$ cat config.mk
export PLATFORM = sky130hd
export DESIGN_NAME = apb_timer
export DESIGN_NICKNAME = d
export VERILOG_FILES = /design/src/rtl/apb_timer.sv
export SDC_FILE = /design/constraint.sdc
export NUM_CORES = 1
export LEC_CHECK = 0
export ABC_AREA = 1
export BUFFER_PORTS_ARGS = -buffer_cell sky130_fd_sc_hd__buf_4
export CORE_MARGIN = 2
export CORE_UTILIZATION = 50
export DETAILED_ROUTE_END_ITERATION = 8
export PLACE_DENSITY_LB_ADDON = 0.2
export SLEW_MARGIN = 5
export SYNTH_ARGS = -nofsm -noshare
export SYNTH_HDL_FRONTEND = slang
export SYNTH_SLANG_ARGS = --single-unit
$ cat constraint.sdc
create_clock -name clk -period 2.5 [get_ports clk]
set_input_delay 0.375 -clock clk [delete_from_list [all_inputs] [get_ports clk]]
set_output_delay 0.375 -clock clk [all_outputs]
set_load 0.01 [all_outputs]
$ cat src/rtl/apb_timer.sv
// apb_timer: APB-style memory-mapped up-counter timer.
// Software writes GOAL, starts and pauses the count through STATUS, and polls CURR.
// Register window (byte addresses): STATUS=base, GOAL=base+1, CURR=base+2.
// Ports:
//   clk     - system clock, all state on rising edge
//   reset   - asynchronous, active-high reset
//   sel     - slave select
//   enable  - access-phase strobe
//   write   - 1=write, 0=read
//   addr    - byte address
//   wdata   - write data
//   rdata   - read data (registered)
//   ready   - transfer complete pulse (registered)
//   slverr  - error response, valid while ready=1 (registered)
module apb_timer #(
    parameter int unsigned timerbits     = 8,
    parameter int unsigned addrWidth     = 32,
    parameter int unsigned timerBaseAddr = 0
) (
    input  logic                 clk,
    input  logic                 reset,
    input  logic                 sel,
    input  logic                 enable,
    input  logic                 write,
    input  logic [addrWidth-1:0] addr,
    input  logic [timerbits-1:0] wdata,
    output logic [timerbits-1:0] rdata,
    output logic                 ready,
    output logic                 slverr
);

    typedef enum logic [1:0] {
        ST_IDLE     = 2'd0,
        ST_RUNNING  = 2'd1,
        ST_COMPLETE = 2'd2
    } state_e;

    localparam logic [addrWidth-1:0] BASE_ADDR = addrWidth'(timerBaseAddr);

    state_e               state_q;
    logic                 start_q;
    logic                 stop_q;
    logic [timerbits-1:0] goal_q;
    logic [timerbits-1:0] curr_q;
    logic [timerbits-1:0] rdata_q;
    logic                 ready_q;
    logic                 slverr_q;

    // Address decode; an address below base wraps to a large offset and misses.
    logic [addrWidth-1:0] offset_c;
    logic                 access_c;
    logic                 hit_status_c;
    logic                 hit_goal_c;
    logic                 hit_curr_c;
    logic                 in_range_c;
    logic                 wr_ctrl_c;
    logic                 count_en_c;
    logic [timerbits-1:0] status_c;

    assign offset_c     = addr - BASE_ADDR;
    assign access_c     = sel & enable & ~ready_q;
    assign hit_status_c = (offset_c == addrWidth'(0));
    assign hit_goal_c   = (offset_c == addrWidth'(1));
    assign hit_curr_c   = (offset_c == addrWidth'(2));
    assign in_range_c   = hit_status_c | hit_goal_c | hit_curr_c;
    assign status_c     = timerbits'({state_q, stop_q, start_q});

    // A bus write to STATUS or GOAL takes priority over the counter on the same edge.
    assign wr_ctrl_c    = access_c & write & (hit_status_c | hit_goal_c);
    assign count_en_c   = (state_q == ST_RUNNING) & ~stop_q & ~wr_ctrl_c;

    // Bus response, control state and counter.
    always_ff @(posedge clk or posedge reset) begin
        if (reset) begin
            state_q  <= ST_IDLE;
            start_q  <= 1'b0;
            stop_q   <= 1'b0;
            goal_q   <= '0;
            curr_q   <= '0;
            rdata_q  <= '0;
            ready_q  <= 1'b0;
            slverr_q <= 1'b0;
        end else begin
            ready_q <= access_c;

            // Completion uses >= so a GOAL lowered below CURR stops instead of wrapping.
            if (count_en_c) begin
                if (curr_q >= goal_q) begin
                    state_q <= ST_COMPLETE;
                    start_q <= 1'b0;
                end else begin
                    curr_q <= curr_q + timerbits'(1);
                end
            end

            if (access_c) begin
                slverr_q <= ~in_range_c | (write & hit_curr_c);
                if (!in_range_c) begin
                    rdata_q <= '0;
                end else if (!write) begin
                    if (hit_status_c) begin
                        rdata_q <= status_c;
                        // Read-to-clear: caller sees COMPLETE, state drops to IDLE.
                        if (state_q == ST_COMPLETE) begin
                            state_q <= ST_IDLE;
                        end
                    end else if (hit_goal_c) begin
                        rdata_q <= goal_q;
                    end else begin
                        rdata_q <= curr_q;
                    end
                end else begin
                    if (hit_goal_c) begin
                        goal_q <= wdata;
                    end
                    if (hit_status_c) begin
                        if (!wdata[0]) begin
                            state_q <= ST_IDLE;
                            start_q <= 1'b0;
                            stop_q  <= 1'b0;
                        end else begin
                            // Fresh start clears CURR; a write while RUNNING only
                            // pauses or resumes. Starting with STOP set begins paused.
                            start_q <= 1'b1;
                            stop_q  <= wdata[1];
                            if (state_q != ST_RUNNING) begin
                                curr_q  <= '0;
                                state_q <= ST_RUNNING;
                            end
                        end
                    end
                end
            end
        end
    end

    assign rdata  = rdata_q;
    assign ready  = ready_q;
    assign slverr = slverr_q;

endmodule

==> key figures <==
Place
  • Dpl cells: 399
  • Port Buf Inserts: 54
  • Pre-CTS setup slack: 0.441 ns
  • Routability cong.: 0.945
  • Dpl hpwl: 3.78 mm

Route
  • Drt pass-1 iters: 4
  • Residual DRC: 0
  • First DRT Iteration DRCs: 82
  • Routed len/inst: 11.5 um
  • Drt via density: 4.87
  • Routed WL: 4.68 mm
  • Routed via count: 1983
  • Routed Antenna Nets: 0

Clock tree
  • Post-cts hold buffer count: 0
  • Root buf cell: clkbuf_8
  • Post-CTS Setup Inserts: 0
  • CTS tree: yes
  • Worst-skew pair later-pin latency: 0.29 ns
  • Clock sink total: 30
  • Clock Path Buffers: 2
  • H-tree Lvls: 2
  • Post-CTS sizing: 0
  • Clk slew on worst S/H paths: 0.07 ns
  • Number of buffers created by CTS: 5

Logic synthesis
  • Synth Flop Type: dfrtp_1
  • Xor and xnor area share after synthesis: 0
  • Dominant cell type by area after synthesis: dfrtp_1
  • Post-synth EDFFs: 0
  • Largest family of logic cells by synthesized area: simple AND/OR/NAND/NOR gates
  • Adder and majority gate portion of the synthesized area: 0.0530
  • Cells after Synth: 296
  • Simple-gate share of the synthesized area: 0.371
  • Synthesis-stage register bit count: 30
  • Async SR Flop Fraction: 1.00
  • Synthesized area per cell: 7.18 um^2
  • Mux cell area share after synthesis: 0.00471
  • Syn nets: 350
  • Top cells by count, synth: nand2_1, nor2_1, inv_1
  • YS warnings: 0
  • Synthesized area: 2120 um^2
  • Yosys top cell area share: 0.353
  • Most common cell in the netlist: nand2_1
  • Synth area leaders: dfrtp_1, nand2_1, nor2_1
  • Number of library cell types mapped by synthesis: 29
  • Synth Area in Compound Gates: 0.122
  • Register area share after synthesis: 0.353

Floorplan
  • Starting Density: 0.524
  • Core area: 4060 um^2
  • Die area: 4790 um^2
  • Number of top-level pins: 55
  • Chip Width: 69.2 um
  • Die Y: 69.2 um
  • Num rows: 23

Timing
  • Slew margin rel.: 0.622
  • Fin worst setup slack: 0.430 ns
  • Final setup viols: 0
  • Highest Clock Rate: 0.483 GHz
  • Slew @ Worst Pin: 0.561 ns
  • Setup Skew: 0.00768 ns
  • Setup TNS Final: 0 ns
  • Hold Fails Final Rpt: 0
  • Period utilization: 0.828
  • Unrepaired setup endpoints after global routing: no
  • Min cycle time layout: 2.07 ns
  • Slew Limit Fails: 0

Status
  • Outcome: finished, final reports clean

Power and ir drop
  • Total chip power: 0.991 mW
  • Lkg Pwr: 1.45 nW
  • Cell Pwr Density: 371 nW/um^2
  • VDD IR-drop max: 0.000263 V

GRT
  • Met1 Use GR: 0.281
  • First-pass GRT wire length: 8.25 mm
  • Met3 layer usage reported by global route: 0.0494
  • Pin count of the biggest net entering global routing: 31
  • Congestion Overflow GR: 0
  • Number of global-route vias before repair: 1884
  • GR Util met2: 0.338
  • Global-route usage over all layers: 0.213
  • Initial antenna violation count: 0
  • Top Usage Layer GRT: met2

Setup path
  • Kind of critical path: register to register
  • CP endpoint kind: register
  • Critical path required time: 2.68 ns
  • Worst reg2reg path depth: 12
  • FF-to-FF setup slack: 0.43 ns
  • CP arrival: 2.25 ns
  • Launching point of the worst reg2reg path: curr_q[0]
  • Crit path from: curr_q[0]
  • Crit path launch type: register
  • Worst Path Max Fanout: 8

Layout
  • Fin cells: 407
  • Fillers: 374
  • Finished Core Util: 0.659
  • Reg area: 751 um^2
  • Layout cells sized above 1: 0.289
  • Area growth, synth to finish: 25.8%
  • Final #Nets: 410
  • Multi-input combinational cell area: 1170 um^2
  • N_diodes: 0

Run
  • Max-capacitance violation count: 0

Min path
  • Hold WC Path Type: input port to async pin
-- flip-flops by register name (all words and copies together) (netlist names) --
signal / cells
start_q: 1
slverr: 1
stop_q: 1
state_q: 2
rdata: 8
curr_q: 8
goal_q: 8
ready: 1
-- layout by cell type, fill, tap and decap left out, types with 2 or more instances in the layout --
cell type	Yosys	routed
a21oi_1	11	11
a21oi_2	2	2
buf_4	1	55
clkbuf_8	0	6
dfrtp_1	30	30
ha_1	9	9
inv_1	39	39
inv_2	7	7
inv_4	2	2
nand2_1	77	77
nand2_2	7	7
nand2_4	3	3
nand3_1	13	13
nand3_2	2	2
nand3_4	2	2
nand4_1	3	3
nor2_1	40	40
nor2_2	4	4
nor2_4	6	6
nor3_1	2	2
o21ai_0	16	16
o21ai_1	10	10
o21ai_2	3	3
-- per-stage QoR --
stage / area [um^2] / hold slack [ns]
detailed placement: 2580 / 0.462
finish: 2670 / 0.159
floorplan: 2120 / 0.453
global route: 2670 / 0.202
CTS: 2670 / 0.180
global placement: 2580 / 0.457
-- power breakdown --
group          leakage (nW)  internal (mW)  switching (mW)
combinational          1.05         0.0553          0.0456
clock                0.0482          0.222           0.181
sequential            0.361          0.486        0.000391
total                  1.45          0.763           0.227
-- cell families after synthesis --
kind of cell / count (synthesis)
buffers and inverters: 50
muxes: 1
and+or+nand+nor: 161
AOI/OAI and AO/OA: 45
adders and majority gates: 9
DFF: 30
-- critical path: stages, from the launching register on --
cell	delay (ns)
dfrtp_1	0.44
inv_1	0.08
ha_1	0.27
o21ai_1	0.14
nand2_1	0.07
nand2_1	0.06
nand2_1	0.06
a21oi_2	0.27
inv_2	0.11
nor2_4	0.21
nand2_1	0.07
o21ai_1	0.12
nor2_1	0.05
-- final cells by class --
class | count | share of cell area
Timing Repair Buffer | 55 | 0.154
Multi-Input combinational cell | 216 | 0.438
Sequential cell | 30 | 0.281
Inverter | 48 | 0.0693
Clock inverter | 1 | 0.00187
Tap cell | 50 | 0.0234
Clock buffer | 7 | 0.0323
-- worst paths after layout --
check / to
max: curr_q[3]
min: goal_q[7]
max reg2reg: curr_q[3]
min reg2reg: rdata[5]
max in group asynchronous: curr_q[2]
min in group clk: goal_q[5]
-- metal layers --
| metal | wire, um | part of all wire |
|---|---|---|
| met1 | 2190 | 0.47 |
| met2 | 2160 | 0.46 |
| met3 | 226 | 0.048 |
| met4 | 105 | 0.022 |
| met5 | 0 | 0 |
Note: power is estimated with default switching activity, not from simulation.
